$ cat config.mk
export PLATFORM = sky130hd
export DESIGN_NAME = fetch_ctrl
export DESIGN_NICKNAME = d
export VERILOG_FILES = /design/src/rtl/fetch_ctrl_pkg.sv /design/src/rtl/fetch_ctrl_hazard_detect.sv /design/src/rtl/fetch_ctrl.sv
export SDC_FILE = /design/constraint.sdc
export NUM_CORES = 1
export LEC_CHECK = 0
export CAP_MARGIN = 30
export CORE_MARGIN = 3
export CORE_UTILIZATION = 48
export DETAILED_ROUTE_END_ITERATION = 10
export PLACE_DENSITY = 0.81
export SYNTH_ARGS = -nofsm -noshare
export SYNTH_HDL_FRONTEND = slang
export SYNTH_SLANG_ARGS = --single-unit
export TNS_END_PERCENT = 1
$ cat constraint.sdc
create_clock -name clk_i -period 2.82 [get_ports clk_i]
set_input_delay 0.423 -clock clk_i [delete_from_list [all_inputs] [get_ports clk_i]]
set_output_delay 0.423 -clock clk_i [all_outputs]
set_load 0.005 [all_outputs]
$ cat src/rtl/fetch_ctrl_pkg.sv
// Shared types and constants for the fetch-stage sequencing controller.
package fetch_ctrl_pkg;

   typedef enum logic [1:0] {
      StBoot      = 2'd0,
      StRun       = 2'd1,
      StRedirPend = 2'd2,
      StHalt      = 2'd3
   } state_e;

   localparam logic [4:0]  REG_X0 = 5'd0;
   localparam logic [31:0] NOP    = 32'h0000_0013;

endpackage

$ cat src/rtl/fetch_ctrl_hazard_detect.sv
// Load-use comparator: a load in EX whose destination feeds either ID source register.
module hazard_detect
   import fetch_ctrl_pkg::*;
(
   input  logic       ex_mem_rd,
   input  logic [4:0] ex_rd,
   input  logic [4:0] id_rs1,
   input  logic [4:0] id_rs2,
   output logic       load_use
);

   // x0 is never a real dependency
   assign load_use = ex_mem_rd && (ex_rd != REG_X0) && ((ex_rd == id_rs1) || (ex_rd == id_rs2));

endmodule

$ cat src/rtl/fetch_ctrl.sv
// Fetch-stage sequencer: arbitrates redirects, load-use stalls, IMEM wait and halt,
// producing PC and IF/ID control plus stall/flush performance counters.
module fetch_ctrl
   import fetch_ctrl_pkg::*;
#(
   parameter int unsigned BOOT_CYCLES = 4,
   parameter int unsigned CNT_W       = 32
) (
   input  logic             clk_i,
   input  logic             rst_ni,
   input  logic             halt_i,
   input  logic             resume_i,
   input  logic             ex_br_taken_i,
   input  logic [31:0]      ex_br_target_i,
   input  logic [4:0]       id_rs1_i,
   input  logic [4:0]       id_rs2_i,
   input  logic [4:0]       ex_rd_i,
   input  logic             ex_mem_rd_i,
   input  logic             imem_ready_i,
   output logic             pc_sel_o,
   output logic [31:0]      pc_imm_o,
   output logic             pc_en_o,
   output logic             if_stall_en_o,
   output logic             if_rst_n_o,
   output logic             id_flush_n_o,
   output logic [CNT_W-1:0] stall_cnt_o,
   output logic [CNT_W-1:0] flush_cnt_o,
   output logic [1:0]       state_o
);

   localparam int unsigned      BW        = (BOOT_CYCLES > 1) ? $clog2(BOOT_CYCLES) : 1;
   localparam logic [BW-1:0]    BOOT_LAST = BW'(BOOT_CYCLES - 1);
   localparam logic [CNT_W-1:0] CNT_MAX   = '1;

   state_e             state_q, state_d;
   logic [BW-1:0]      boot_q;
   logic [31:0]        pend_q, pend_d;
   logic [CNT_W-1:0]   stall_q, flush_q;
   logic               stall_inc, flush_inc;
   logic               load_use;

   hazard_detect u_hazard_detect (
      .ex_mem_rd (ex_mem_rd_i),
      .ex_rd     (ex_rd_i),
      .id_rs1    (id_rs1_i),
      .id_rs2    (id_rs2_i),
      .load_use  (load_use)
   );

   always_comb begin
      state_d       = state_q;
      pend_d        = pend_q;
      pc_sel_o      = 1'b0;
      pc_imm_o      = pend_q;
      pc_en_o       = 1'b0;
      if_stall_en_o = 1'b0;
      if_rst_n_o    = 1'b0;
      id_flush_n_o  = 1'b0;
      stall_inc     = 1'b0;
      flush_inc     = 1'b0;
      unique case (state_q)
         StBoot: begin
            if (boot_q == BOOT_LAST) state_d = StRun;
         end
         StRun: begin
            pc_en_o       = 1'b1;
            if_stall_en_o = 1'b1;
            if_rst_n_o    = 1'b1;
            id_flush_n_o  = 1'b1;
            if (halt_i) begin
               pc_en_o       = 1'b0;
               if_stall_en_o = 1'b0;
               if_rst_n_o    = 1'b0;
               id_flush_n_o  = 1'b0;
               stall_inc     = 1'b1;
               state_d       = StHalt;
            end else if (ex_br_taken_i && imem_ready_i) begin
               pc_sel_o     = 1'b1;
               pc_imm_o     = ex_br_target_i;
               if_rst_n_o   = 1'b0;
               id_flush_n_o = 1'b0;
               flush_inc    = 1'b1;
            end else if (ex_br_taken_i) begin
               pend_d       = ex_br_target_i;
               pc_en_o      = 1'b0;
               if_rst_n_o   = 1'b0;
               id_flush_n_o = 1'b0;
               stall_inc    = 1'b1;
               state_d      = StRedirPend;
            end else if (load_use || !imem_ready_i) begin
               // Load-use resolves in one cycle because EX receives the bubble
               pc_en_o       = 1'b0;
               if_stall_en_o = 1'b0;
               id_flush_n_o  = 1'b0;
               stall_inc     = 1'b1;
            end
         end
         StRedirPend: begin
            if_stall_en_o = 1'b1;
            if (ex_br_taken_i) pend_d = ex_br_target_i;
            if (imem_ready_i) begin
               pc_sel_o  = 1'b1;
               pc_imm_o  = pend_q;
               pc_en_o   = 1'b1;
               flush_inc = 1'b1;
               state_d   = StRun;
            end
         end
         StHalt: begin
            if_rst_n_o = 1'b1;
            if (resume_i) state_d = StRun;
         end
      endcase
   end

   always_ff @(posedge clk_i or negedge rst_ni) begin
      if (!rst_ni) begin
         state_q <= StBoot;
         boot_q  <= '0;
         pend_q  <= '0;
         stall_q <= '0;
         flush_q <= '0;
      end else begin
         state_q <= state_d;
         pend_q  <= pend_d;
         if (state_q == StBoot) boot_q <= boot_q + 1'b1;
         if (stall_inc && (stall_q != CNT_MAX)) stall_q <= stall_q + 1'b1;
         if (flush_inc && (flush_q != CNT_MAX)) flush_q <= flush_q + 1'b1;
      end
   end

   assign stall_cnt_o = stall_q;
   assign flush_cnt_o = flush_q;
   assign state_o     = state_q;

endmodule

==> flow_summary_export.csv <==
group,metric,value,unit
status,status,"completed",
clock_tree,cts_buffers,9,
timing,slew_headroom,60.0,%
synthesis,syn_inst,451,
clock_tree,ctsHoldBuffers,0,
grt,gr-usage-all-layers,21.2,%
critical_path,cp_max_fo,16,
critical_path,timing.rr.start,"state_o[1]$_DFFE_PN0P_",
timing,fin_crit_sh,96.2,%
timing,layout_setup_ws,106,ps
detailed_routing,vias,4079,
timing,tightest_slew,596,ps
place,numPortBuffers,156,
synthesis,syn_nets,512,
place,place.detailed.hpwl,9410,um
floorplanning,die_w,110,um
timing,period_minus_slack,2710,ps
grt,grt-ovfl-total,0,
synthesis,netlist_area,0.00522,mm^2
grt,gr-usage-met1,28.2,%
final_layout,final_cell_area,0.00733,mm^2
timing,timing.final.hold_violations,0,
critical_path,worst-r2r-setup-slack,430,ps
grt,first_global_vias,4166,
place,place_ws,-182,ps
clock_tree,clk_latency,370,ps
timing,finalMaxSlewViolations,0,
floorplanning,start_util,49.8,%
detailed_routing,wire_per_inst,17.0,um
place,gp_congestion,0.839,
detailed_routing,ant_nets,0,
timing,finClkSkew,14.3,ps
final_layout,fill_cells,822,
critical_path,critPathLaunch,"state_o[1]$_DFFE_PN0P_",
grt,met2_usage,34.7,%
pwr,peakVddDrop,343,uV
critical_path,required,2400,ps
detailed_routing,drt-initial-drc-count,163,
detailed_routing,drc_errors,0,
critical_path,startpoint_type,"flop",
critical_path,endpoint_kind,"output pin",
synthesis,ys_seq_area_share,48.0,%
final_layout,final_nets,685,
final_layout,antennaDiodeCount,0,
grt,antenna_found_initial,0,
floorplanning,fp.dieArea,0.0122,mm^2
grt,met3_usage,5.13,%
detailed_routing,drt_wl_total,13000,um
synthesis,yosys_warnings,0,
place,place_area,0.00704,mm^2
final_layout,drive_gt1_share,20.8,%
flow_run,maxCapViolCount,0,
synthesis,ys_ff_latch,100,
floorplanning,rows,37,
detailed_routing,viasPerCell,5.33,
floorplanning,ios,157,
critical_path,critPathKind,"flop to output pin",
synthesis,synth.avg_cell_area,11.6,um^2
clock_tree,cts.clk_slew.worst_paths,100,ps
clock_tree,cts_root_buf,"clkbuf_8",
grt,top_usage_layer,"met2",
critical_path,arrival,2290,ps
synthesis,synth_cell_types,48,
timing,fmax,368,MHz
clock_tree,cts_max_path_buffers,2,
grt,grt_pass1_wl,20300,um
grt,grt_max_degree,45,
pwr,powerDensity,691,mW/mm^2
floorplanning,core,0.0105,mm^2
clock_tree,h-tree-depth,3,
pwr,p_leak,3.19,nW
timing,setup_viol,0,
detailed_routing,dr.pass1.iters,6,
min_path,hold_class,"input pin to asynchronous set/reset pin",
final_layout,area_growth,40.5,%
floorplanning,die_h,110,um
clock_tree,clock_sinks,100,
clock_tree,tritoncts,"yes",
==> critical path, cell delays in order, from the launching register on <==
cell	delay, ps
dfrtp_1	410
inv_1	100
ha_1	180
nor2b_4	180
nand3_4	130
buf_12	190
mux2_2	270
clkdlybuf4s50_1	470
==> layer usage <==
metal	share of wire (%)	wire length, um	vias to the layer above
met5	0	0	-
met4	0.84	109	0
met3	6.6	861	11
met2	49	6380	123
met1	43	5620	1995
li1	-	-	1950
==> per-stage QoR <==
stage                     util, %  setup TNS [ps]  std cells  hold WS [ps]  power, mW
final                        70.0               0        765          35.3       5.06
after global routing         70.0           -10.2        765          66.0       5.39
after detailed placement     67.3            -439        746           458       4.05
after CTS                    69.4               0        762          43.6       5.07
after global placement       67.3            -334        746           448       3.99
after floorplan                 -               0        451           127       2.95
==> cell type report <==
class | instances | area (um^2) | area share [%]
Multi-Input combinational cell | 322 | 2630 | 35.8
Sequential cell | 100 | 2500 | 34.2
Timing Repair Buffer | 181 | 1780 | 24.2
Tap cell | 136 | 170 | 2.32
Clock buffer | 11 | 131 | 1.79
Clock inverter | 5 | 85.1 | 1.16
Inverter | 10 | 37.5 | 0.512
==> power by group <==
| group | switching, mW | total (mW) | leakage (nW) | internal (mW) |
|---|---|---|---|---|
| combinational | 0.749 | 2.05 | 1.80 | 1.30 |
| clock | 0.505 | 1.01 | 0.104 | 0.506 |
| sequential | 0.228 | 2.00 | 1.28 | 1.77 |
| total | 1.48 | 5.06 | 3.19 | 3.58 |
==> final timing paths <==
kind,endpoint,depth (start not counted)
worst max-delay path,pc_imm_o[0],7
worst min-delay path,stall_cnt_o[10]$_DFFE_PN0P_,1
worst max register to register,flush_cnt_o[19]$_DFFE_PN0P_,9
worst min register to register,flush_cnt_o[11]$_DFFE_PN0P_,1
max in group asynchronous,flush_cnt_o[11]$_DFFE_PN0P_,2
min in group clk_i,flush_cnt_o[11]$_DFFE_PN0P_,1
==> cells in the final DEF (no fill, tap or decap), types with 10 or more instances in the layout <==
master	instances
xor2_1	33
buf_4	23
nor4_1	10
nand4_1	14
nand2_1	23
xnor2_1	39
clkdlybuf4s50_1	151
dfrtp_1	100
nor2_1	12
mux2_2	66
inv_1	10
nand3_1	27
and3_1	10
==> Yosys cell counts (all sizes together) <==
cell type	count	share of area (%)
inv	10	0.72
o21a	1	0.14
nand2	24	1.8
dfrtp	100	48
and4	11	1.9
nor2	12	0.86
nor4b	3	0.62
nor4	18	3.3
a21oi	3	0.36
buf	13	1.1
and2	7	0.84
nor3b	3	0.53
o221ai	1	0.17
or3	5	0.70
nand3	28	2.7
nor3	10	1.2
a22oi	1	0.24
and3	10	1.2
nand4b	1	0.17
xnor2	40	6.9
a21boi	1	0.14
or2	1	0.12
clkbuf	6	0.43
or4	2	0.29
mux2	67	14
nand3b	1	0.14
a22o	1	0.17
nand2b	5	0.60
nor2b	2	0.24
o21ai	8	0.77
ha	7	1.7
xor2	33	5.5
o22ai	1	0.12
nand4	15	1.9
==> logic make-up (layout without fill, tap and decap cells) <==
group,Yosys count,in the layout,share of synthesized area [%]
buffers and inverters,29,207,2.28
AND/OR/NAND/NOR,158,158,19.1
AO/OA/AOI/OAI,17,17,2.11
adder cells (fa/ha/maj),7,7,1.68
XOR/XNOR,73,73,12.4
flip-flops,100,100,48.0
multiplexers,67,67,14.5
==> state kept, by name, summed over array words and instances, names as in the netlist <==
name / count
flush_cnt_o: 32
pend_q: 32
stall_cnt_o: 32
boot_q: 2
state_o: 2
==> repair_timing <==
action	CTS	global route
setup endpoints to repair	4	31
setup buffers	0	1
resized for setup	6	4
gates cloned	0	2
Power figures use the tool's default switching activity.
